## src/rtl/pic_bus_irr_isr.sv

```systemverilog
// pic_bus_irr_isr
//   CPU bus front end plus interrupt request / in-service registers for a
//   small 8259-style interrupt controller.
//
//   Bus side: a write is "active" while chip_select_n and write_enable_n are
//   both low. The data byte and A0 are captured on every active cycle. When
//   the write ends, exactly one command-word pulse is raised for one cycle,
//   decoded from the captured byte and A0.
//
//   Interrupt side: the IRR latches IR edges or follows IR levels, with
//   per-bit clear. The ISR collects acknowledged bits and drops its
//   highest-priority bit on a non-specific EOI. An ICW1 pulse wipes both
//   registers and the edge history.
//
// Ports
//   clk, reset_n                     clock, async active-low reset
//   chip_select_n, read_enable_n,
//   write_enable_n, A0, data_bus_in  CPU bus
//   sensitivity_mode                 1 = level IRR, 0 = edge IRR
//   peripheral_interrupts            IR7..IR0
//   clear_interrupt_request          per-bit IRR clear
//   int_no                           ISR bits to set
//   eoi                              non-specific end of interrupt
//   internal_data_bus                last written byte
//   write_*_command_word_*           one-cycle decode pulses
//   read                             combinational read select
//   interrupt_request, isr           IRR and ISR contents

module pic_bus_irr_isr (
   input  logic       clk,
   input  logic       reset_n,
   input  logic       chip_select_n,
   input  logic       read_enable_n,
   input  logic       write_enable_n,
   input  logic       A0,
   input  logic [7:0] data_bus_in,
   input  logic       sensitivity_mode,
   input  logic [7:0] peripheral_interrupts,
   input  logic [7:0] clear_interrupt_request,
   input  logic [7:0] int_no,
   input  logic       eoi,
   output logic [7:0] internal_data_bus,
   output logic       write_initial_command_word_1,
   output logic       write_operation_control_word_1,
   output logic       write_operation_control_word_2,
   output logic       write_operation_control_word_3,
   output logic       read,
   output logic [7:0] interrupt_request,
   output logic [7:0] isr
);

   logic       w_write_active;
   logic       w_write_start;
   logic       w_write_event;
   logic       r_write_prev;
   logic       r_bus_idle;
   logic       r_write_armed;
   logic       r_a0;
   logic [7:0] r_data;
   logic       r_icw1;
   logic       r_ocw1;
   logic       r_ocw2;
   logic       r_ocw3;

   logic [7:0] r_ir_prev;
   logic [7:0] r_irr;
   logic [7:0] r_isr;
   logic [7:0] w_ir_rise;
   logic [7:0] w_irr_next;
   logic [7:0] w_eoi_mask;
   logic [7:0] w_isr_next;

   assign w_write_active = ~chip_select_n & ~write_enable_n;

   // r_bus_idle comes out of reset low, so a write that was already in
   // progress when reset was released never arms and never decodes.
   assign w_write_start = w_write_active & r_bus_idle;
   assign w_write_event = r_write_prev & ~w_write_active & r_write_armed;

   always_ff @(posedge clk or negedge reset_n) begin
      if (!reset_n) begin
         r_write_prev  <= 1'b0;
         r_bus_idle    <= 1'b0;
         r_write_armed <= 1'b0;
         r_a0          <= 1'b0;
         r_data        <= 8'h00;
         r_icw1        <= 1'b0;
         r_ocw1        <= 1'b0;
         r_ocw2        <= 1'b0;
         r_ocw3        <= 1'b0;
      end else begin
         r_write_prev <= w_write_active;
         r_bus_idle   <= ~w_write_active;
         if (w_write_active) begin
            r_data <= data_bus_in;
            r_a0   <= A0;
         end
         if (w_write_event) begin
            r_write_armed <= 1'b0;
         end else if (w_write_start) begin
            r_write_armed <= 1'b1;
         end
         // D[4] wins over D[3], so D[4:3]=11 with A0=0 is an ICW1 only.
         r_icw1 <= w_write_event & ~r_a0 & r_data[4];
         r_ocw1 <= w_write_event & r_a0;
         r_ocw2 <= w_write_event & ~r_a0 & (r_data[4:3] == 2'b00);
         r_ocw3 <= w_write_event & ~r_a0 & (r_data[4:3] == 2'b01);
      end
   end

   assign w_ir_rise  = peripheral_interrupts & ~r_ir_prev;
   assign w_irr_next = (sensitivity_mode ? peripheral_interrupts : (r_irr | w_ir_rise))
                       & ~clear_interrupt_request;

   // Two's-complement trick isolates the lowest set bit (highest priority).
   assign w_eoi_mask = eoi ? (r_isr & (~r_isr + 8'd1)) : 8'h00;
   assign w_isr_next = (r_isr & ~w_eoi_mask) | int_no;

   always_ff @(posedge clk or negedge reset_n) begin
      if (!reset_n) begin
         r_ir_prev <= 8'hFF;
         r_irr     <= 8'h00;
         r_isr     <= 8'h00;
      end else if (r_icw1) begin
         // History to all ones: lines already high are not seen as new edges.
         r_ir_prev <= 8'hFF;
         r_irr     <= 8'h00;
         r_isr     <= 8'h00;
      end else begin
         r_ir_prev <= peripheral_interrupts;
         r_irr     <= w_irr_next;
         r_isr     <= w_isr_next;
      end
   end

   assign internal_data_bus              = r_data;
   assign write_initial_command_word_1   = r_icw1;
   assign write_operation_control_word_1 = r_ocw1;
   assign write_operation_control_word_2 = r_ocw2;
   assign write_operation_control_word_3 = r_ocw3;
   assign read                           = ~chip_select_n & ~read_enable_n & write_enable_n;
   assign interrupt_request              = r_irr;
   assign isr                            = r_isr;

endmodule

```

## config.mk

```make
export PLATFORM = sky130hd
export DESIGN_NAME = pic_bus_irr_isr
export DESIGN_NICKNAME = d
export VERILOG_FILES = /design/src/rtl/pic_bus_irr_isr.sv
export SDC_FILE = /design/constraint.sdc
export NUM_CORES = 1
export LEC_CHECK = 0
export CORE_MARGIN = 2
export CORE_UTILIZATION = 45
export CTS_BUF_LIST = sky130_fd_sc_hd__clkbuf_4 sky130_fd_sc_hd__clkbuf_8 sky130_fd_sc_hd__clkbuf_16
export DETAILED_ROUTE_END_ITERATION = 8
export DONT_BUFFER_PORTS = 1
export PLACE_DENSITY_LB_ADDON = 0.2
export SYNTH_ARGS = -nofsm -noshare
export SYNTH_HDL_FRONTEND = slang
export SYNTH_SLANG_ARGS = --single-unit
```

## constraint.sdc

```tcl
create_clock -name clk -period 2.15 [get_ports clk]
set_input_delay 0.645 -clock clk [delete_from_list [all_inputs] [get_ports clk]]
set_output_delay 0.645 -clock clk [all_outputs]
set_load 0.1 [all_outputs]
```

==> flow_summary.yaml, run 1 <==
timing:
  slew_viol_final: 0
  tightest_slew_ns: 0.967
  final-setup-viol-count: 0
  hold_violations: 0
  max_slew_margin: 0.355
  clock.fmax_ghz: 0.506
  fin_skew_ns: 0.00217
  tns_ns: 0
  holdWs_ns: 0.122
  rsz0062_at_grt: "no"
  min_period_ns: 1.97
  fin_crit_sh: 0.919
global_route:
  antenna_found_initial: 0
  grt-ovfl-total: 0
  grt_usage: 0.158
  grt_pass1_wl_um: 4800
  grt_pass1_vias: 1103
  grt_max_degree: 33
placed_design:
  placed_cells: 194
  dp_hpwl_um: 2110
  dpl-instance-area_sq_um: 1790
  gp_congestion: 0.748
  io_buffers: 0
detailed_routing:
  ant_nets: 0
  top_layer_used: "met4"
  dr_wl_met2_um: 1530
  vias: 1042
  route.detailed.drc: 0
  drt-met1-wl_um: 1050
  wl_per_cell_um: 14.5
  totalWireLength_um: 2920
  wl_met3_um: 289
  dr.pass1.iters: 4
  vias_per_cell: 5.16
  drt_iter0_drc: 27
power:
  cellLeakagePower_nw: 0.820
  power_frac_seq: 0.600
  irDropWorstVdd_v: 0.000480
  pwr_density_cell_nw_per_um2: 914
  p_switching_uw: 660
  power_frac_comb: 0.195
  p_sw_frac: 0.388
  internal_power_mw: 1.04
  p_clk_frac: 0.205
worst_setup_path:
  r2r-start: "isr[0]"
  worst_ep_required_time_ns: 1.50
  crit_arrival_ns: 1.33
  start_kind: "flip-flop"
  end_kind: "output pin"
  crit_start: "internal_data_bus[4]"
  crit_type: "reg -> out"
  cp_max_fo: 5
synthesis:
  syn_inst: 130
  yosys.area_share.simple: 0.189
  synth_seq_area_share: 0.647
  yosys-mux-area-fraction: 0.0576
  netlist.area_leader.share: 0.512
  synth_top_family_by_area: "simple AND/OR/NAND/NOR gates"
  synth_warnings: 0
  ys_ff_latch: 40
  yosysTopAreaCell: "dfrtp_1"
  syn_avg_cell_area_sq_um: 12.0
  synth_compound_area_frac: 0.0777
  synth_fa_ha_area_frac: 0
  yosysUniqueCellTypes: 22
  synth_xor_area_frac: 0
  syn_nets: 170
  synthTopCellsByArea: "dfrtp_1 (51%), dfstp_2 (13%), mux2_2 (5.8%)"
  synth.cell_area_sq_um: 1560
final_layout:
  insertedDiodeCount: 0
  fin_area_sq_um: 1860
  nets: 196
  layout-drive-gt1-share: 0.378
  final_common_cell: "dfrtp_1"
  stdcell_count: 202
  syn_to_final_growth_pct: 19.1
  fillCellCount: 309
  mostFrequentLayoutCells: "dfrtp_1 (32), buf_4 (21), a21oi_1 (17)"
  fin_util: 0.558
floorplan:
  die_w_um: 62.9
  core_sq_um: 3340
  fp-row-count: 21
  fp.dieH_um: 62.9
  start_util: 0.468
  ios: 69
  dieArea_sq_um: 3960
cts:
  ctsHtreeMaxLevel: 2
  clock-sinks: 40
  cts_tree: "built"
  cts_buffer_depth: 2
  clock_latency_ns: 0.33
  cts_root_buf: "clkbuf_4"
  cts.reportedPaths.clkPinSlew_ns: 0.10
  cts_buffers: 5
outcome:
  outcome: "complete, no violations"
worst_hold_path:
  hp-class: "in -> async"
run:
  maxCapViolCount: 0
-- area by class of cell --
type / count / area [sq um] / share of cell area
flip-flops and latches: 40 / 1010 / 0.543
multi-input cells: 79 / 518 / 0.278
repair buffers: 23 / 198 / 0.106
well taps: 46 / 57.6 / 0.0309
clock buffers: 6 / 45.0 / 0.0242
inverters: 7 / 26.3 / 0.0141
clock inverters: 1 / 5.00 / 0.00269
-- worst paths after layout --
kind                                                       end  slack (ns)  cells after the start
worst max-delay path                      internal_data_bus[4]        0.18                      0
worst min-delay path                      interrupt_request[7]        0.12                      1
worst max register to register                          isr[2]        0.72                      4
worst min register to register                   r_write_armed        0.45                      1
max in group asynchronous       write_operation_control_word_1        1.86                      1
min in group clk                          interrupt_request[2]        0.36                      1
-- cells by family after synthesis --
family / Yosys count
DFF: 40
muxes: 8
and+or+nand+nor: 49
AOI/OAI and AO/OA: 22
buffers and inverters: 11
-- routing by layer --
metal,vias up,GRT usage
li1,490,-
met1,505,0.153
met2,41,0.285
met3,6,0.0757
met4,0,0.0667
met5,-,0
-- cell usage after synthesis --
cell      count
buf_4         1
nand3_1       1
nor3b_1       2
nand2_1       1
dfstp_2       8
nor4_1        2
nand2b_1      8
or2_2         9
o41ai_2       1
or3b_2        1
nor2b_1       8
nor4b_1       1
clkbuf_1      3
or4b_4        1
o21ai_0       4
dfrtp_1      32
mux2_2        8
or4_1         1
inv_1         7
a21oi_1      17
nor2_1        5
nor3_1        9
-- flip-flops by register name, indices dropped and copies added (netlist names) --
name / flops
internal_data_bus: 8
r_write_armed: 1
write_operation_control_word_1: 1
r_bus_idle: 1
interrupt_request: 8
r_ir_prev: 8
write_operation_control_word_2: 1
isr: 8
write_operation_control_word_3: 1
write_initial_command_word_1: 1
r_write_prev: 1
r_a0: 1
-- power by group through the flow --
stage                     Combinational (mW)  Clock (mW)  Sequential (mW)
after floorplan                       0.0906           0             1.20
after global placement                 0.313           0             1.03
after detailed placement               0.318           0             1.04
after CTS                              0.335       0.367             1.02
after global routing                   0.350       0.403             1.03
final                                  0.332       0.349             1.02
-- metrics by stage --
step | power [mW] | setup slack (ns)
global route | 1.78 | 0.125
global placement | 1.35 | 0.414
finish | 1.70 | 0.175
detailed placement | 1.35 | 0.352
floorplan | 1.29 | 0.0270
CTS | 1.72 | 0.148
-- repair_timing --
| item | CTS | global route |
|---|---|---|
| hold buffers | 1 | 0 |
| endpoints found under the hold margin | 32 | 0 |
| buffers inserted | 0 | 0 |
| resized for setup | 0 | 0 |
| setup endpoints to repair | 0 | 0 |
Note: power is estimated with default switching activity, not from simulation.
==> run 2, diff against run 1 <==
Clock period 2.15 ns to 1.8 ns, I/O delays scaled along.
==> run 2 against run 1 <==
Effect of this change:
- core utilization increased by 3.7 points
- non-clock buffer count rose by 9
- sequential power is essentially flat
- first-iteration DRC count up 30%
- design area rose by 6.7%
- register-to-register slack lost 0.39 ns
- largest cell class unchanged
==> flow_summary.yaml, run 2 (synthesized netlist as in run 1, its figures left out) <==
outcome:
  outcome: "complete, no violations"
run:
  maxCapViolCount: 0
detailed_routing:
  vias_per_cell: 5.17
  wl_per_cell_um: 14.9
  drt_iter0_drc: 35
  route.detailed.drc: 0
  vias: 1096
  totalWireLength_um: 3160
  ant_nets: 0
  dr.pass1.iters: 4
power:
  pwr_density_cell_nw_per_um2: 1170
  cellLeakagePower_nw: 0.878
  irDropWorstVdd_v: 0.000643
timing:
  final-setup-viol-count: 0
  rsz0062_at_grt: "no"
  fin_skew_ns: 0.00717
  setup_ws_ns: 0.159
  tns_ns: 0
  hold_violations: 0
  clock.fmax_ghz: 0.609
  tightest_slew_ns: 0.471
  min_period_ns: 1.64
  slew_viol_final: 0
  fin_crit_sh: 0.912
  max_slew_margin: 0.686
worst_setup_path:
  r2r_end: "isr[6]"
  critical_path_depth: 0
  crit_arrival_ns: 1.10
  cp-endpoint: "write_initial_command_word_1"
  reg2reg_depth: 3
  ff2ff_setup_slack_ns: 0.33
  r2r-start: "isr[0]"
  crit_start: "write_initial_command_word_1"
  start_kind: "flip-flop"
  crit_type: "reg -> out"
  worst_ep_required_time_ns: 1.26
  end_kind: "output pin"
  cp_max_fo: 18
placed_design:
  placed_cells: 201
  dp_hpwl_um: 2250
  io_buffers: 0
  preCtsSetupSlack_ns: 0.0920
  gp_congestion: 0.774
floorplan:
  dieArea_sq_um: 3960
  fp.dieH_um: 62.9
  start_util: 0.468
  fp-row-count: 21
  core_sq_um: 3340
  die_w_um: 62.9
  ios: 69
global_route:
  antenna_found_initial: 0
  grt_usage: 0.178
  grt_pass1_vias: 1196
  grt-ovfl-total: 0
  grt_max_degree: 33
  grt_pass1_wl_um: 5380
cts:
  cts_tree: "built"
  clock_latency_ns: 0.34
  cts_root_buf: "clkbuf_4"
  cts.reportedPaths.clkPinSlew_ns: 0.11
  cts_buffers: 5
  cts_buffer_depth: 2
  ctsHtreeMaxLevel: 2
  clock-sinks: 40
final_layout:
  mostFrequentLayoutCells: "dfrtp_1 (28), buf_4 (28), a21oi_1 (17)"
  layout-drive-gt1-share: 0.428
  fillCellCount: 294
  nets: 205
  stdcell_count: 212
  insertedDiodeCount: 0
  syn_to_final_growth_pct: 27.1
worst_hold_path:
  hp-class: "in -> reg"
==> run 2: layer usage <==
metal  up-vias  global-route usage  part of all wire
met5         -                   0                 0
met4         0              0.0667             0.016
met3         6              0.0631             0.062
met2        37               0.306              0.53
met1       543               0.202              0.39
li1        510                   -                 -
==> run 2: how the worst min path moves through the flow <==
| stage | endpoint | cells after the start | slack (ns) | startpoint |
|---|---|---|---|---|
| after floorplan | internal_data_bus[0] | 0 | 0.24 | reset_n |
| after CTS | r_ir_prev[2] | 0 | 0.005 | reset_n |
| final | interrupt_request[5] | 1 | 0.25 | clear_interrupt_request[5] |
| after global routing | interrupt_request[4] | 1 | 0.20 | clear_interrupt_request[4] |
| after detailed placement | internal_data_bus[0] | 0 | 0.25 | reset_n |
| after global placement | internal_data_bus[0] | 0 | 0.25 | reset_n |
==> run 2: final cells by class <==
class | count | area (sq um) | area share
clock buffer | 7 | 65.1 | 0.0328
tap | 46 | 57.6 | 0.0290
timing repair buffer | 32 | 270 | 0.136
sequential | 40 | 1020 | 0.513
inverter | 7 | 26.3 | 0.0132
clock inverter | 1 | 30.0 | 0.0151
multi-input combinational | 79 | 518 | 0.261
==> run 2: stage by stage <==
stage / cell area (sq um) / utilization / hold slack, ns / power, mW
after floorplan: 1580 / - / 0.244 / 1.54
after global placement: 1850 / 0.554 / 0.246 / 1.65
after detailed placement: 1850 / 0.554 / 0.246 / 1.66
after CTS: 1980 / 0.592 / 0.00505 / 2.34
after global routing: 1990 / 0.595 / 0.200 / 2.43
final: 1990 / 0.595 / 0.251 / 2.32
==> run 2: what timing repair did <==
| item | CTS | global route |
|---|---|---|
| setup endpoints to repair | 1 | 0 |
| hold endpoints to repair | 32 | 8 |
| setup buffers | 0 | 0 |
| hold buffers | 2 | 1 |
| resized for setup | 1 | 0 |
==> run 2: where the power goes <==
part / switching (mW) / internal (mW)
combinational: 0.506 / 0.144
clock: 0.278 / 0.369
sequential: 0.0388 / 0.981
==> run 3, diff against run 2 <==
Settings changed: TNS_END_PERCENT set to 20.
==> run 3 against run 2 <==
Effect of this change:
- global-route usage is 1.3 points lower
- register-to-register slack better by 0.06 ns
- setup slack better by 0.011 ns
==> flow_summary.yaml, run 3 (synthesized netlist as in run 1, its figures left out) <==
cts:
  ctsHtreeMaxLevel: 2
  clock_latency_ns: 0.34
  clock-sinks: 40
  cts.reportedPaths.clkPinSlew_ns: 0.11
  cts_tree: "built"
  cts_setup_buffers: 0
  cts_root_buf: "clkbuf_4"
  cts_buffers: 5
  cts_buffer_depth: 2
final_layout:
  syn_to_final_growth_pct: 25.2
  mostFrequentLayoutCells: "dfrtp_1 (31), buf_4 (26), a21oi_1 (17)"
  nets: 204
  fin_util: 0.586
  fillCellCount: 295
  layout-drive-gt1-share: 0.412
  fin_area_sq_um: 1960
  insertedDiodeCount: 0
  final_common_cell: "dfrtp_1"
run:
  maxCapViolCount: 0
global_route:
  grt-ovfl-total: 0
  grt_pass1_vias: 1163
  grt_max_degree: 33
  grt_pass1_wl_um: 5010
  grt_usage: 0.164
  antenna_found_initial: 0
worst_setup_path:
  start_kind: "flip-flop"
  crit_chain: "buf_12"
  critical_path_depth: 1
  crit_type: "reg -> out"
  crit_start: "write_initial_command_word_1"
  cpLargestDelayFamily: "flip-flops"
  worst_ep_required_time_ns: 1.26
  cpMaxStageDelayCell: "dfrtp_2"
  worst_path_largest_cell_delay_ns: 0.51
  r2r-start: "isr[2]"
  reg2reg_depth: 3
  cp_max_fo: 15
  crit_arrival_ns: 1.09
  end_kind: "output pin"
  crit_buf_inv: 1
detailed_routing:
  totalWireLength_um: 2980
  dr.pass1.iters: 4
  vias_per_cell: 5.07
  vias: 1070
  ant_nets: 0
  drt_iter0_drc: 15
  wl_per_cell_um: 14.1
  route.detailed.drc: 0
timing:
  fin_skew_ns: 0.0135
  fin_crit_sh: 0.906
  holdWs_ns: 0.0306
  max_slew_margin: 0.718
  tightest_slew_ns: 0.421
  clock.fmax_ghz: 0.613
  tns_ns: 0
  hold_violations: 0
  slew_viol_final: 0
  rsz0062_at_grt: "no"
  final-setup-viol-count: 0
  min_period_ns: 1.63
floorplan:
  fp.dieH_um: 62.9
  dieArea_sq_um: 3960
  die_w_um: 62.9
  start_util: 0.468
  ios: 69
  fp-row-count: 21
  core_sq_um: 3340
power:
  cellLeakagePower_nw: 0.868
  p_total_mw: 2.12
  irDropWorstVdd_v: 0.000647
  pwr_density_cell_nw_per_um2: 1090
placed_design:
  io_buffers: 0
  dpl-instance-area_sq_um: 1870
  dp_hpwl_um: 2140
  gp_congestion: 0.789
outcome:
  outcome: "complete, no violations"
worst_hold_path:
  hp-class: "in -> async"
==> run 3: changes by cell type in the layout (fill, tap and decap cells not counted) <==
cell	change
buf_12	+2
buf_4	-2
bufinv_16	-1
clkbuf_4	+2
clkbuf_8	-2
clkinv_2	+1
dfrtp_1	+3
dfrtp_2	-2
dfrtp_4	-1
dlygate4sd3_1	-1
==> run 3: cell type report <==
cell class / count / area, sq um / share of cell area
tap: 46 / 57.6 / 0.0294
inverter: 7 / 26.3 / 0.0134
sequential: 40 / 1010 / 0.517
timing repair buffer: 31 / 285 / 0.146
clock inverter: 1 / 5.00 / 0.00256
multi-input combinational: 79 / 518 / 0.265
clock buffer: 7 / 52.6 / 0.0269
==> run 3: what timing repair did <==
action,4_1_cts,5_1_grt
gates resized for setup,0,1
setup endpoints to repair,0,1
endpoints found under the hold margin,32,11
hold buffers,1,1
==> run 3: routing by layer <==
| metal | wire [um] | track usage | part of all wire | vias to the layer above |
|---|---|---|---|---|
| li1 | - | - | - | 508 |
| met1 | 1160 | 0.166 | 0.39 | 517 |
| met2 | 1590 | 0.306 | 0.53 | 40 |
| met3 | 195 | 0.0541 | 0.065 | 5 |
| met4 | 40 | 0.0667 | 0.013 | 0 |
| met5 | 0 | 0 | 0 | - |
==> run 3: per-stage QoR <==
stage / std cells / worst slack [ns]
floorplan: 130 / -0.113
global placement: 201 / 0.163
detailed placement: 201 / 0.101
CTS: 210 / 0.0393
global route: 211 / 0.110
finish: 211 / 0.170
==> run 3: final timing paths <==
path | end | slack (ns)
worst max-delay path | write_initial_command_word_1 | 0.17
worst min-delay path | r_ir_prev[6] | 0.03
worst max register to register | isr[6] | 0.39
worst min register to register | r_write_armed | 0.48
max in group asynchronous | write_initial_command_word_1 | 0.73
min in group clk | interrupt_request[2] | 0.25
==> run 3: power by group <==
group	total (mW)	internal (mW)	switching (mW)
clock network	0.448	0.183	0.265
logic	0.662	0.152	0.509
registers	1.01	0.979	0.0351
total	2.12	1.31	0.810
